**src/rtl/add_accum_unit.sv**
```systemverilog
// Add/subtract/accumulate unit with a single valid/ready output register.
// It offers optional unsigned saturation and a count of accepted operations.
module add_accum_unit #(
  parameter int unsigned WIDTH  = 8,
  parameter int unsigned SAT_EN = 1,
  parameter int unsigned CNT_W  = 16
) (
  input  logic             clk,
  input  logic             rst,
  input  logic             in_valid,
  output logic             in_ready,
  input  logic [1:0]       op,
  input  logic [WIDTH-1:0] a,
  input  logic [WIDTH-1:0] b,
  output logic             out_valid,
  input  logic             out_ready,
  output logic [WIDTH-1:0] result,
  output logic             flag,
  output logic [WIDTH-1:0] acc,
  output logic [CNT_W-1:0] op_count
);

  localparam logic [1:0] OP_ADD  = 2'b00;
  localparam logic [1:0] OP_SUB  = 2'b01;
  localparam logic [1:0] OP_ACC  = 2'b10;
  localparam logic [1:0] OP_LOAD = 2'b11;
  localparam logic [WIDTH-1:0] ALL_ONES = {WIDTH{1'b1}};

  logic             accept;
  logic [WIDTH:0]   add_sum;
  logic [WIDTH:0]   acc_sum;
  logic [WIDTH-1:0] diff;
  logic             borrow;
  logic [WIDTH-1:0] nxt_result;
  logic             nxt_flag;
  logic             nxt_acc_load;

  assign in_ready = !out_valid || out_ready;
  assign accept   = in_valid && in_ready;

  assign add_sum = {1'b0, a} + {1'b0, b};
  assign acc_sum = {1'b0, acc} + {1'b0, a};
  assign diff    = a - b;
  assign borrow  = (a < b);

  // Result/flag selection; saturation clamps to all-ones on carry, zero on borrow.
  always_comb begin
    nxt_result   = '0;
    nxt_flag     = 1'b0;
    nxt_acc_load = 1'b0;
    case (op)
      OP_ADD: begin
        nxt_flag   = add_sum[WIDTH];
        nxt_result = (SAT_EN != 0 && add_sum[WIDTH]) ? ALL_ONES : add_sum[WIDTH-1:0];
      end
      OP_SUB: begin
        nxt_flag   = borrow;
        nxt_result = (SAT_EN != 0 && borrow) ? '0 : diff;
      end
      OP_ACC: begin
        nxt_flag     = acc_sum[WIDTH];
        nxt_result   = (SAT_EN != 0 && acc_sum[WIDTH]) ? ALL_ONES : acc_sum[WIDTH-1:0];
        nxt_acc_load = 1'b1;
      end
      OP_LOAD: begin
        nxt_result   = a;
        nxt_acc_load = 1'b1;
      end
      default: ;
    endcase
  end

  always_ff @(posedge clk) begin
    if (rst) begin
      out_valid <= 1'b0;
      result    <= '0;
      flag      <= 1'b0;
      acc       <= '0;
      op_count  <= '0;
    end else if (accept) begin
      out_valid <= 1'b1;
      result    <= nxt_result;
      flag      <= nxt_flag;
      op_count  <= op_count + CNT_W'(1);
      if (nxt_acc_load) acc <= nxt_result;
    end else if (out_valid && out_ready) begin
      out_valid <= 1'b0;
    end
  end

endmodule

```
**config.mk**
```make
export PLATFORM = sky130hd
export DESIGN_NAME = add_accum_unit
export DESIGN_NICKNAME = d
export VERILOG_FILES = /design/src/rtl/add_accum_unit.sv
export SDC_FILE = /design/constraint.sdc
export NUM_CORES = 1
export LEC_CHECK = 0
export BUFFER_PORTS_ARGS = -buffer_cell sky130_fd_sc_hd__buf_4
export CORE_MARGIN = 2
export CORE_UTILIZATION = 55
export DETAILED_ROUTE_END_ITERATION = 8
export PLACE_DENSITY_LB_ADDON = 0.15
export SLEW_MARGIN = 20
export SYNTH_ARGS = -nofsm -noshare
export SYNTH_HDL_FRONTEND = slang
export SYNTH_SLANG_ARGS = --single-unit
export TNS_END_PERCENT = 20
```
**constraint.sdc**
```tcl
create_clock -name clk -period 3.5 [get_ports clk]
set_clock_uncertainty 0.15 [all_clocks]
set_input_delay 0.35 -clock clk [delete_from_list [all_inputs] [get_ports clk]]
set_output_delay 0.35 -clock clk [all_outputs]
set_load 0.02 [all_outputs]
```
=== Yosys cells after proc, flatten, opt, wreduce, memory -nomap -nowiden ===
Index checks and enable logic that the tools add are counted.

* Input port bits: 22
* Register bits after elaboration: 34

* Add/subtract/negate cells: 4
* Reduce and logical (&&, ||, !) cells: 8
* Muxes and demuxes: 8
* Order comparisons: 1
* Equal/unequal tests: 3

{| class="wikitable"
|+ Operators with widths
! kind !! count
|-
| $pmux W8 S4 || 1
|-
| $mux W8 || 3
|-
| $add A8 B8 Y9 || 2
|-
| $add A16 B1 Y16 const B || 1
|-
| $lt A8 B8 Y1 || 1
|-
| $sub A8 B8 Y8 || 1
|-
| $eq A2 B2 Y1 const B || 2
|-
| $mux W1 || 3
|-
| $pmux W1 S3 || 1
|-
| $eq A2 B1 Y1 const B || 1
|-
| $logic_and A1 B1 Y1 || 2
|-
| $logic_not A2 Y1 || 1
|-
| $reduce_and A2 Y1 || 1
|-
| $reduce_bool A2 Y1 || 1
|-
| $reduce_or A2 Y1 || 1
|-
| $logic_not A1 Y1 || 1
|-
| $logic_or A1 B1 Y1 || 1
|}

=== Logic depth before layout (Yosys ltp) ===
Gate-level depths: netlist of the first run.

* Word-level depth: 4
* Mapped depth: 10
* Mapped depth without buffers: 10

=== Least setup slack after synthesis of the first run ===
OpenSTA, ideal clock, no wires.

* Path kind: register to register
* Start point: reg acc[0]
* End point: reg result[5]
* Path slack: 0.929 ns
* Data arrival time: 2.281 ns
* Period minus slack after synthesis: 2.571 ns
* Path buffers: 0
* Stages on the path, launching flop included: 10
* Required time: 3.210 ns
* Setup time: 0.140 ns
* Cells stage by stage: dfxtp_1 -> ha_1 -> fa_1 -> nand3_1 -> a21oi_1 -> or4_4 -> a22o_1 -> a221oi_2 -> o21a_1 -> a211oi_1

* Longest elaborated chain between the ends: 3

{| class="wikitable"
|+ Ends and longest elaborated chain
! what !! line !! text
|-
| start: declaration || 19 || <nowiki>output logic [WIDTH-1:0] acc,</nowiki>
|-
| start signal: assignment || 85 || <nowiki>if (nxt_acc_load) acc <= nxt_result;</nowiki>
|-
| $add A8 B8 Y9 || 42 || <nowiki>assign acc_sum = {1'b0, acc} + {1'b0, a};</nowiki>
|-
| $mux W8 || 62 || <nowiki>nxt_result = (SAT_EN != 0 && acc_sum[WIDTH]) ? ALL_ONES : acc_sum[WIDTH-1:0];</nowiki>
|-
| $pmux W8 S4 || 51 || <nowiki>case (op)</nowiki>
|-
| end signal: assignment || 82 || <nowiki>result <= nxt_result;</nowiki>
|-
| end: declaration || 17 || <nowiki>output logic [WIDTH-1:0] result,</nowiki>
|}

No other way between the ends.
A chain may end at the register's enable or synchronous reset.

=== Final worst setup path of the first run ===
* Start point: reg acc[0]
* End point: reg result[0]

The elaborated chain is that of the path after synthesis.

==> results of run 1 <==
-- state kept, by name, summed over array words and instances, names as in the netlist --
signal / cells
op_count: 16
result: 8
flag: 1
out_valid: 1
acc: 8
-- kinds of logic after synthesis --
family / share of synthesized area [%]
AOI/OAI and AO/OA: 25.5
xor gates and xnor gates: 7.32
adders and majority gates: 14.2
buffers and inverters: 4.76
DFF: 25.9
muxes: 0.761
and+or+nand+nor: 21.6
-- worst max-delay path, delay by kind of cell, from the launching register on --
family	cells	cell delay [ns]
adder cells (fa/ha/maj)	2	0.64
AO/OA/AOI/OAI	3	0.69
AND/OR/NAND/NOR	3	0.77
flip-flops	1	0.33
-- final cells by class --
| cell class | count | area (sq um) | area share (%) |
|---|---|---|---|
| timing repair buffer | 57 | 428 | 13.5 |
| clock buffer | 7 | 76.3 | 2.41 |
| sequential | 34 | 681 | 21.5 |
| multi-input combinational | 271 | 1830 | 57.6 |
| tap | 54 | 67.6 | 2.13 |
| clock inverter | 1 | 30.0 | 0.948 |
| inverter | 16 | 60.1 | 1.90 |
-- per-layer routing --
layer	part of all wire (%)	global-route usage (%)	routed length, microns
met5	0	0	0
met4	1.9	7.00	129
met3	7.4	3.73	492
met2	44	39.1	2900
met1	47	37.8	3100
-- worst max path at each step --
stage / start / end
2_1_floorplan: acc[0]$_SDFFE_PP0P_ / result[5]$_SDFFE_PP0P_
3_3_place_gp: a[0] / result[0]$_SDFFE_PP0P_
3_5_place_dp: a[0] / result[0]$_SDFFE_PP0P_
4_1_cts: acc[0]$_SDFFE_PP0P_ / result[0]$_SDFFE_PP0P_
5_1_grt: acc[0]$_SDFFE_PP0P_ / result[0]$_SDFFE_PP0P_
6_report: acc[0]$_SDFFE_PP0P_ / result[0]$_SDFFE_PP0P_
-- power breakdown --
group / leakage [nW] / switching, W / internal [W]
clock: 0.0524 / 0.000139 / 0.000213
sequential: 0.278 / 0.0000151 / 0.000406
combinational: 1.09 / 0.000201 / 0.000150
-- through the flow --
stage	power (W)	cell area, sq um	hold slack (ns)	utilization (%)
floorplan	0.000670	2630	0.329	-
global placement	0.000770	3060	0.325	65.7
detailed placement	0.000775	3060	0.327	65.7
CTS	0.00113	3170	0.165	68.0
global route	0.00119	3170	0.168	68.0
finish	0.00112	3170	0.170	68.0
-- synthesized netlist by cell type, types with 2 or more instances --
cell	number	area share [%]
o31a_1	3	1.0
a31oi_1	2	0.48
nand4_1	3	0.71
xnor2_1	12	4.0
o311ai_0	2	0.67
inv_1	16	2.3
and3_1	6	1.4
nor2b_1	5	1.2
a21oi_1	20	3.8
nand2_1	24	3.4
ha_1	25	12
nor3_1	8	1.5
nand2b_1	6	1.4
nor2_1	51	7.3
a211oi_1	13	3.7
dfxtp_1	34	26
o21a_1	7	2.0
o211ai_1	5	1.4
clkbuf_1	11	1.6
a21o_1	4	1.1
or3_1	6	1.4
o22ai_1	2	0.48
a22o_1	2	0.67
fa_1	3	2.3
o21ai_0	23	4.4
a41o_1	2	0.76
xor2_1	10	3.3
mux2i_1	2	0.76
nand3_1	7	1.3
==> impl_results.md, run 1 <==
* Tot GR Track Use at 25.7%
* Gr ovfl total at 0
* Final worst-path cycle share at 77.2%
* Clk sink count at 34
* RR Endpoint: result[0]$_SDFFE_PP0P_
* Most frequent cells in the layout: buf_4, nor2_1, dfxtp_1, ha_1, nand2_1
* Crit-path slowest cell: or4_4
* Die height at 73.2 microns
* Critical path capture point type: flip-flop
* Clk buf depth at 2
* # IOs at 57
* #FFs+latches synth at 34
* Cts bufs inserted at 5
* Synth unique cells at 50
* Worst Min Path Start: in_valid
* Most common cell after layout, fill and taps aside: buf_4
* Final nets at 435
* Relative max-transition margin at 53.8%
* Area of the core at ~4700 sq um
* Initial antenna violation count at 0
* Post-synthesis async set-or-reset flop share at 0%
* Initial core utilization at around 56%
* FF-to-FF Start: acc[0]$_SDFFE_PP0P_
* CTS resizes at 0
* DP Cell Count at 432
* Filler cell count in the final layout at roughly 400
* Wirelength per Cell at 15.1 microns
* RSZ-0062 raised after global routing: false
* CTS tree: done
* Worst setup SP type: flip-flop
* Mapped Cells at roughly 340
* DRT Pass-1 Iters at 5
* Syn_area_per_cell at 7.85 sq um
* Vias in the first global route at between 2000 and 2500
* Arrival time worst endpoint at 2.71 ns
* Setup violators final at 0
* Hold path cells at 3
* DR iter-0 viols at approximately 150
* Critical-path cell list: ha_1 -> fa_1 -> nand3_1 -> a21oi_1 -> or4_4 -> o221a_2 -> a2111oi_2 -> nor3_1
* Min Tclk post-route at 2.70 ns
* Fraction of layout cells with a size suffix above 1 at 18.9%
* DR DRC count at 0
* Max_cap viols at 0
* Number of diodes at 0
* Htree depth at 2
* LEAKAGE at 1.42 nW
* Crit path max fanout at 5
* Port Buffer Count at 56
* Final TNS setup at 0 ns
* Max-slew violations at 0
* Max Freq at around 0.37 GHz
* Clock latency on the worst-skew pair at between 0.2 and 0.3 ns
* Post-Layout Cell Count at 440
* Clock-pin slew on the worst setup and hold paths at approximately 0.07 ns
* Hold Path End: out_valid$_SDFFE_PP0P_
* Post-CTS Hold Fix Bufs at 0
* PnR worst setup slack at 0.796 ns
* WP data required at 3.51 ns
* Routed WL at roughly 6600 microns
* EDFF count, synth at 0
* Antenna-violating nets left at 0
* Max incr delay on CP at 0.53 ns
* Status: completed
* HPWL Detailed at 5040 microns
* Die width at 73.2 microns
* RePlAce Congestion at 0.888
* Yosys warning count at 0
* R2R Setup Slk at approximately 0.8 ns
* Syn-to-layout area delta at 20.4%
* Sequential area share after synthesis at 25.9%
* Row count at 25
* Via density at 5.88
* Slew at the pin with the worst max-slew slack at 0.685 ns
* First-pass GRT wire length at 10800 microns
* Post-Place Worst Slack at around 0.62 ns
* Reg2Reg Depth at 8
* DR vias at 2588
* Worst vdd ir at 303 uV
* Post-CTS setup buffer count at 0
* Die area at 5350 sq um
* Final hold viol count at 0
* Syn nets at 385
* Min-delay worst type: in2reg
* Pin count of the biggest net entering global routing at 35
* Predominant post-synthesis flop cell: dfxtp_1
* Root buf cell: clkbuf_8
* Pwr/cell area at ~350 nW/um^2
* Crit Path Category: reg2reg
* Post-Syn Area at 2630 sq um
Note: power is estimated with default switching activity, not from simulation.
==> run 2: changes to the inputs <==
Settings changed: CORE_UTILIZATION 55 to 50.
Clock period 3.5 ns to 2.24 ns, I/O delays scaled along.
==> run 2 against run 1 <==
Effect of this change:
- the flow now finishes with violations (setup timing)
- sequential share of layout area fell by 2.7 points
- utilization increased by 3.7 points
- setup slack worse by 1.0 ns
- power rose by 60%
==> impl_results.md, run 2 (same netlist as run 1, synthesis figures left out) <==
* Status: finished, violations left
* Failing checks: setup timing
* Port Buffer Count at 56
* Root buf cell: clkbuf_8
* Area of the core at 5110 sq um
* Hold path cells at 3
* Slew at the pin with the worst max-slew slack at 0.592 ns
* Final TNS setup at -1.21 ns
* Final hold viol count at 0
* Most frequent cells in the layout: buf_4, nor2_1, dfxtp_1, nand2_1, ha_1
* Clk sink count at 34
* Top Registers: op_count x16, acc x8, result x8
* DRT Pass-1 Iters at 4
* Tot GR Track Use at about a quarter
* Max incr delay on CP at a little over 0.5 ns
* Crit path max fanout at 4
* CTS tree: done
* Die area at between 5000 and 6000 sq um
* Gr ovfl total at 0
* Critical path capture point type: flip-flop
* Final worst-path cycle share at 110%
* Arrival time worst endpoint at ~2.5 ns
* RSZ-0062 raised after global routing: true
* Max_cap viols at 0
* Routed WL at 7450 microns
* Initial antenna violation count at 0
* Fraction of layout cells with a size suffix above 1 at 33.0%
* Post-route total power at 0.00180 W
* Htree depth at 2
* Post-Layout Cell Count at 513
* DR vias at 2821
* Setup violators final at 10
* Max reg flops at 16
* Syn-to-layout area delta at 39.2%
* Clock latency on the worst-skew pair at about 0.28 ns
* RR Endpoint: acc[5]$_SDFFE_PP0P_
* Final nets at 492
* Crit Path Category: reg2reg
* LEAKAGE at approximately 1.7 nW
* Min Tclk post-route at 2.46 ns
* Filler cell count in the final layout at between 400 and 500
* FF-to-FF Start: acc[0]$_SDFFE_PP0P_
* Die height at ~77 microns
* Cts bufs inserted at 5
* First-pass GRT wire length at 12900 microns
* Relative max-transition margin at about three fifths
* Critical-path cell list: ha_4 -> fa_2 -> nand3_2 -> a21oi_2 -> or4_4 -> a22o_1 -> a221oi_2 -> o21a_1 -> a211oi_1
* Die width at 76.5 microns
* # IOs at 57
* R2R Setup Slk at -0.22 ns
* Worst vdd ir at 451 uV
* Most common cell after layout, fill and taps aside: buf_4
* Hold Path End: out_valid$_SDFFE_PP0P_
* Crit-path slowest cell: or4_4
* HPWL Detailed at 5940 microns
* DR DRC count at 0
* Clock-pin slew on the worst setup and hold paths at about 0.070 ns
* Register name with the most flops: op_count
* Vias in the first global route at between 2000 and 3000
* Worst Min Path Start: in_valid
* WP data required at approximately 2.2 ns
* Max Freq at ~0.4 GHz
* Post-CTS Hold Fix Bufs at 0
* Pin count of the biggest net entering global routing at 35
* Via density at about 5.5
* Reg2Reg Depth at 9
* Worst setup SP type: flip-flop
* Clk buf depth at 2
* Row count at 26
* Pwr/cell area at between 400 and 500 nW/um^2
* PnR worst setup slack at -0.225 ns
* Layout Utilization at between 70% and 80%
* RePlAce Congestion at 0.904
* Min-delay worst type: in2reg
* Number of diodes at 0
* Wirelength per Cell at 14.5 microns
* Max-slew violations at 0
* Initial core utilization at approximately half
* DR iter-0 viols at around 220
* Antenna-violating nets left at 0
* DP Cell Count at 503
[run 2: per-layer routing]
layer  GRT usage (%)  wire length, microns  up-vias
met4            6.00                    81        0
met1            35.7                  3420     1325
met5               0                     0        -
met2            45.0                  3560       84
met3            4.50                   385        8
li1                -                     -     1404
[run 2: area by class of cell]
| cell class | instances | area (sq um) | share of cell area [%] |
|---|---|---|---|
| multi-input combinational | 271 | 1880 | 51.3 |
| tap | 70 | 87.6 | 2.39 |
| clock buffer | 7 | 86.3 | 2.36 |
| inverter | 16 | 60.1 | 1.64 |
| clock inverter | 1 | 5.00 | 0.137 |
| sequential | 34 | 687 | 18.8 |
| timing repair buffer | 114 | 856 | 23.4 |
[run 2: critical path: cells and delay by family (launching register included)]
| kind | cells | cell delay [ns] |
|---|---|---|
| AO/OA/AOI/OAI | 5 | 0.72 |
| flip-flops | 1 | 0.35 |
| adder cells (fa/ha/maj) | 2 | 0.50 |
| AND/OR/NAND/NOR | 2 | 0.60 |
[run 2: worst max path at each step]
stage                                    from                      to  slack [ns]  depth (start not counted)
after global routing      acc[0]$_SDFFE_PP0P_     acc[5]$_SDFFE_PP0P_       -0.32                          9
final                     acc[0]$_SDFFE_PP0P_     acc[5]$_SDFFE_PP0P_       -0.22                          9
after detailed placement                 a[0]  result[5]$_SDFFE_PP0P_       -0.40                         11
after CTS                 acc[0]$_SDFFE_PP0P_     acc[5]$_SDFFE_PP0P_       -0.21                          9
after global placement                   a[0]     acc[5]$_SDFFE_PP0P_       -0.31                         10
after floorplan           acc[0]$_SDFFE_PP0P_  result[5]$_SDFFE_PP0P_       -0.16                          9
[run 2: through the flow]
| stage | area, sq um | worst slack (ns) | hold WS, ns |
|---|---|---|---|
| floorplan | 2660 | -0.160 | 0.203 |
| detailed placement | 3520 | -0.396 | 0.338 |
| finish | 3660 | -0.225 | 0.0541 |
| CTS | 3630 | -0.211 | 0.0459 |
| global placement | 3520 | -0.307 | 0.331 |
| global route | 3660 | -0.325 | 0.0691 |
[run 2: what timing repair did]
| item | 4_1_cts | 5_1_grt |
|---|---|---|
| resized for setup | 3 | 10 |
| buffers inserted | 1 | 1 |
| cloned | 0 | 0 |
| setup endpoints to repair | 13 | 15 |
| pin swaps | 0 | 4 |
[run 2: where the power goes]
part           total, W  internal (W)  switching [W]
registers      0.000654      0.000634      0.0000203
logic          0.000680      0.000324       0.000356
clock network  0.000462      0.000248       0.000215
==> run 3: changes to the inputs <==
Settings changed: ABC_AREA set to 1, CORE_UTILIZATION 50 to 51.
==> run 3 against run 2 <==
Effect of this change:
- the run now ends clean
- utilization is 7.2 points lower
- first-iteration DRC count up 14%
- die area up 11%
- critical endpoint is now result[0]$_SDFFE_PP0P_
- largest cell class unchanged
==> impl_results.md, run 3 <==
* Worst hold slack at 0.104 ns
* Yosys top cell by area: dfxtp_1
* Worst Min Path Start: rst
* Critical path capture point type: flip-flop
* Syn_area_per_cell at 6.22 sq um
* Highest Signal Layer: met4
* Filler cell count in the final layout at roughly 540
* LEAKAGE at 1.93 nW
* Synth unique cells at 38
* DR vias at 3146
* HPWL Detailed at 6250 microns
* Root buf cell: clkbuf_8
* DR WL met2 at 3440 microns
* Max_cap viols at 0
* DR iter-0 viols at 246
* Hold Path End: op_count[15]$_SDFFE_PP0P_
* RePlAce Congestion at 0.897
* Die width at 80.5 microns
* Reg2Reg Depth at 12
* Max incr delay on CP at 0.36 ns
* Post-CTS Hold Fix Bufs at 0
* #FFs+latches synth at 34
* Most frequent cells in the layout: nand2_1, inv_1, buf_4, nor2_1, nand3_1
* Crit-path slowest cell: fa_2
* Wire length on met1 at 4010 microns
* Number of diodes at 0
* Met3 wire length at 450 microns
* Register name with the most flops: op_count
* DRT Pass-1 Iters at 5
* Clock-pin slew on the worst setup and hold paths at 0.07 ns
* Syn nets at 530
* Vias in the first global route at 2773
* Row count at 27
* Pwr/cell area at 490 nW/um^2
* Count leader, synth: nand2_1
* Final nets at roughly 600
* Cts bufs inserted at 5
* Max reg flops at 16
* Post-CTS setup buffer count at 0
* Worst vdd ir at 401 uV
* RR Endpoint: result[0]$_SDFFE_PP0P_
* Slew at the pin with the worst max-slew slack at 0.676 ns
* Clk sink count at 34
* Tot GR Track Use at 25.4%
* Fraction of layout cells with a size suffix above 1 at 18.1%
* Area of the core at between 5000 and 6000 sq um
* Arrival time worst endpoint at 2.15 ns
* Sequential area share after synthesis at 22.8%
* Die height at 80.5 microns
* Post-synthesis async set-or-reset flop share at 0%
* Antenna-violating nets left at 0
* FF-to-FF Start: acc[0]$_SDFFE_PP0P_
* Critical-path cell list: ha_1 -> fa_2 -> nand3_1 -> nand2_1 -> nand2_1 -> nand2_1 -> nand2_4 -> nand2_1 -> a31oi_2 -> nand3_1 -> nand2_1 -> inv_1
* Yosys warning count at 0
* Wirelength per Cell at 12.9 microns
* Post-synth top cells: nand2_1, inv_1, nor2_1, nand3_1, dfxtp_1
* EDFF count, synth at 0
* Min-delay worst type: in2reg
* Post-Syn Area at 2990 sq um
* Mapped Cells at 480
* Hold path cells at 2
* Final hold viol count at 0
* Htree depth at 2
* Final worst-path cycle share at 95.0%
* Gr ovfl total at 0
* Routed WL at 7930 microns
* Most common cell after layout, fill and taps aside: nand2_1
* First-pass GRT wire length at between 10000 and 15000 microns
* Status: completed
* Port Buffer Count at 56
* Initial core utilization at approximately 54%
* Clk buf depth at 2
* Predominant post-synthesis flop cell: dfxtp_1
* Min Tclk post-route at 2.13 ns
* Crit path max fanout at 8
* Die area at between 6000 and 7000 sq um
* Relative max-transition margin at 54.8%
* Post-synth top area share at 22.8%
* Top post-synthesis cells by area: dfxtp_1, nand2_1, ha_1
* Final TNS setup at 0 ns
* Syn-to-layout area delta at 20.4%
* Max-slew violations at 0
* Clock latency on the worst-skew pair at 0.28 ns
* Top Registers: op_count x16, acc x8, result x8
* WP data required at around 2.3 ns
* DR DRC count at 0
* Crit Path Category: reg2reg
* Initial antenna violation count at 0
* Max Freq at ~0.47 GHz
* Setup violators final at 0
* R2R Setup Slk at 0.11 ns
* # IOs at 57
* Critical Path Most Common Cell: nand2_1
* Via density at 5.14
* CTS resizes at 0
* Pin count of the biggest net entering global routing at 22
* Worst setup SP type: flip-flop
* CTS tree: done
[run 3: cell count changes after synthesis, sizes merged, moves of 7 or more]
cell,delta
nand4,+7
inv,+66
xnor2,-7
nand3,+39
a211oi,-14
nand2,+107
clkbuf,-7
[run 3: worst max-delay path: cells and delay by family, from the launching register on]
| kind | cells | cell delay [ns] |
|---|---|---|
| AO/OA/AOI/OAI | 1 | 0.17 |
| buffers and inverters | 1 | 0.04 |
| adder cells (fa/ha/maj) | 2 | 0.57 |
| flip-flops | 1 | 0.32 |
| AND/OR/NAND/NOR | 8 | 0.77 |
[run 3: where the power goes]
group          leakage (nW)  total [W]  internal (W)  switching (W)
Sequential            0.278   0.000661      0.000636      0.0000254
Combinational          1.61   0.000631      0.000245       0.000387
Clock                0.0482   0.000468      0.000248       0.000220
[run 3: logic make-up (layout without fill, tap and decap cells)]
logic type      Yosys count  count (layout)  synth area share (%)
simple gates            255             255                  36.9
buf+inv                  95             155                  13.0
compound gates           59              59                  12.1
flops                    34              34                  22.8
fa+ha+maj                28              28                  12.5
xor+xnor                  9               9                  2.64
[run 3: worst max-delay path by stage]
stage                        startpoint  depth (start not counted)                      to
floorplan           acc[0]$_SDFFE_PP0P_                         12  result[0]$_SDFFE_PP0P_
global placement                   a[0]                         13  result[1]$_SDFFE_PP0P_
detailed placement                 a[0]                         13  result[1]$_SDFFE_PP0P_
CTS                 acc[0]$_SDFFE_PP0P_                         12     acc[1]$_SDFFE_PP0P_
global route        acc[0]$_SDFFE_PP0P_                         12     acc[0]$_SDFFE_PP0P_
finish              acc[0]$_SDFFE_PP0P_                         12  result[0]$_SDFFE_PP0P_
[run 3: metal layers]
layer / global-route usage [%] / vias to the layer above
li1: - / 1646
met2: 38.7 / 92
met4: 3.39 / 0
met3: 3.48 / 4
met5: 0 / -
met1: 38.5 / 1404
[run 3: per-stage QoR]
stage	area, sq um	worst slack, ns	std cells	power, W	util [%]
2_1_floorplan	2990	0.209	480	0.00110	-
3_3_place_gp	3480	0.0151	604	0.00128	62.4
3_5_place_dp	3480	-0.0431	604	0.00129	62.4
4_1_cts	3570	0.00930	612	0.00175	64.1
5_1_grt	3590	-0.0830	612	0.00187	64.5
6_report	3590	0.112	612	0.00176	64.5
[run 3: layout make-up]
type	instances	area, sq um	share of cell area, %
multi-input combinational	351	1940	54.0
inverter	83	312	8.67
tap	72	90.1	2.51
clock buffer	7	86.3	2.40
sequential	34	681	18.9
clock inverter	1	5.00	0.139
timing repair buffer	64	480	13.4
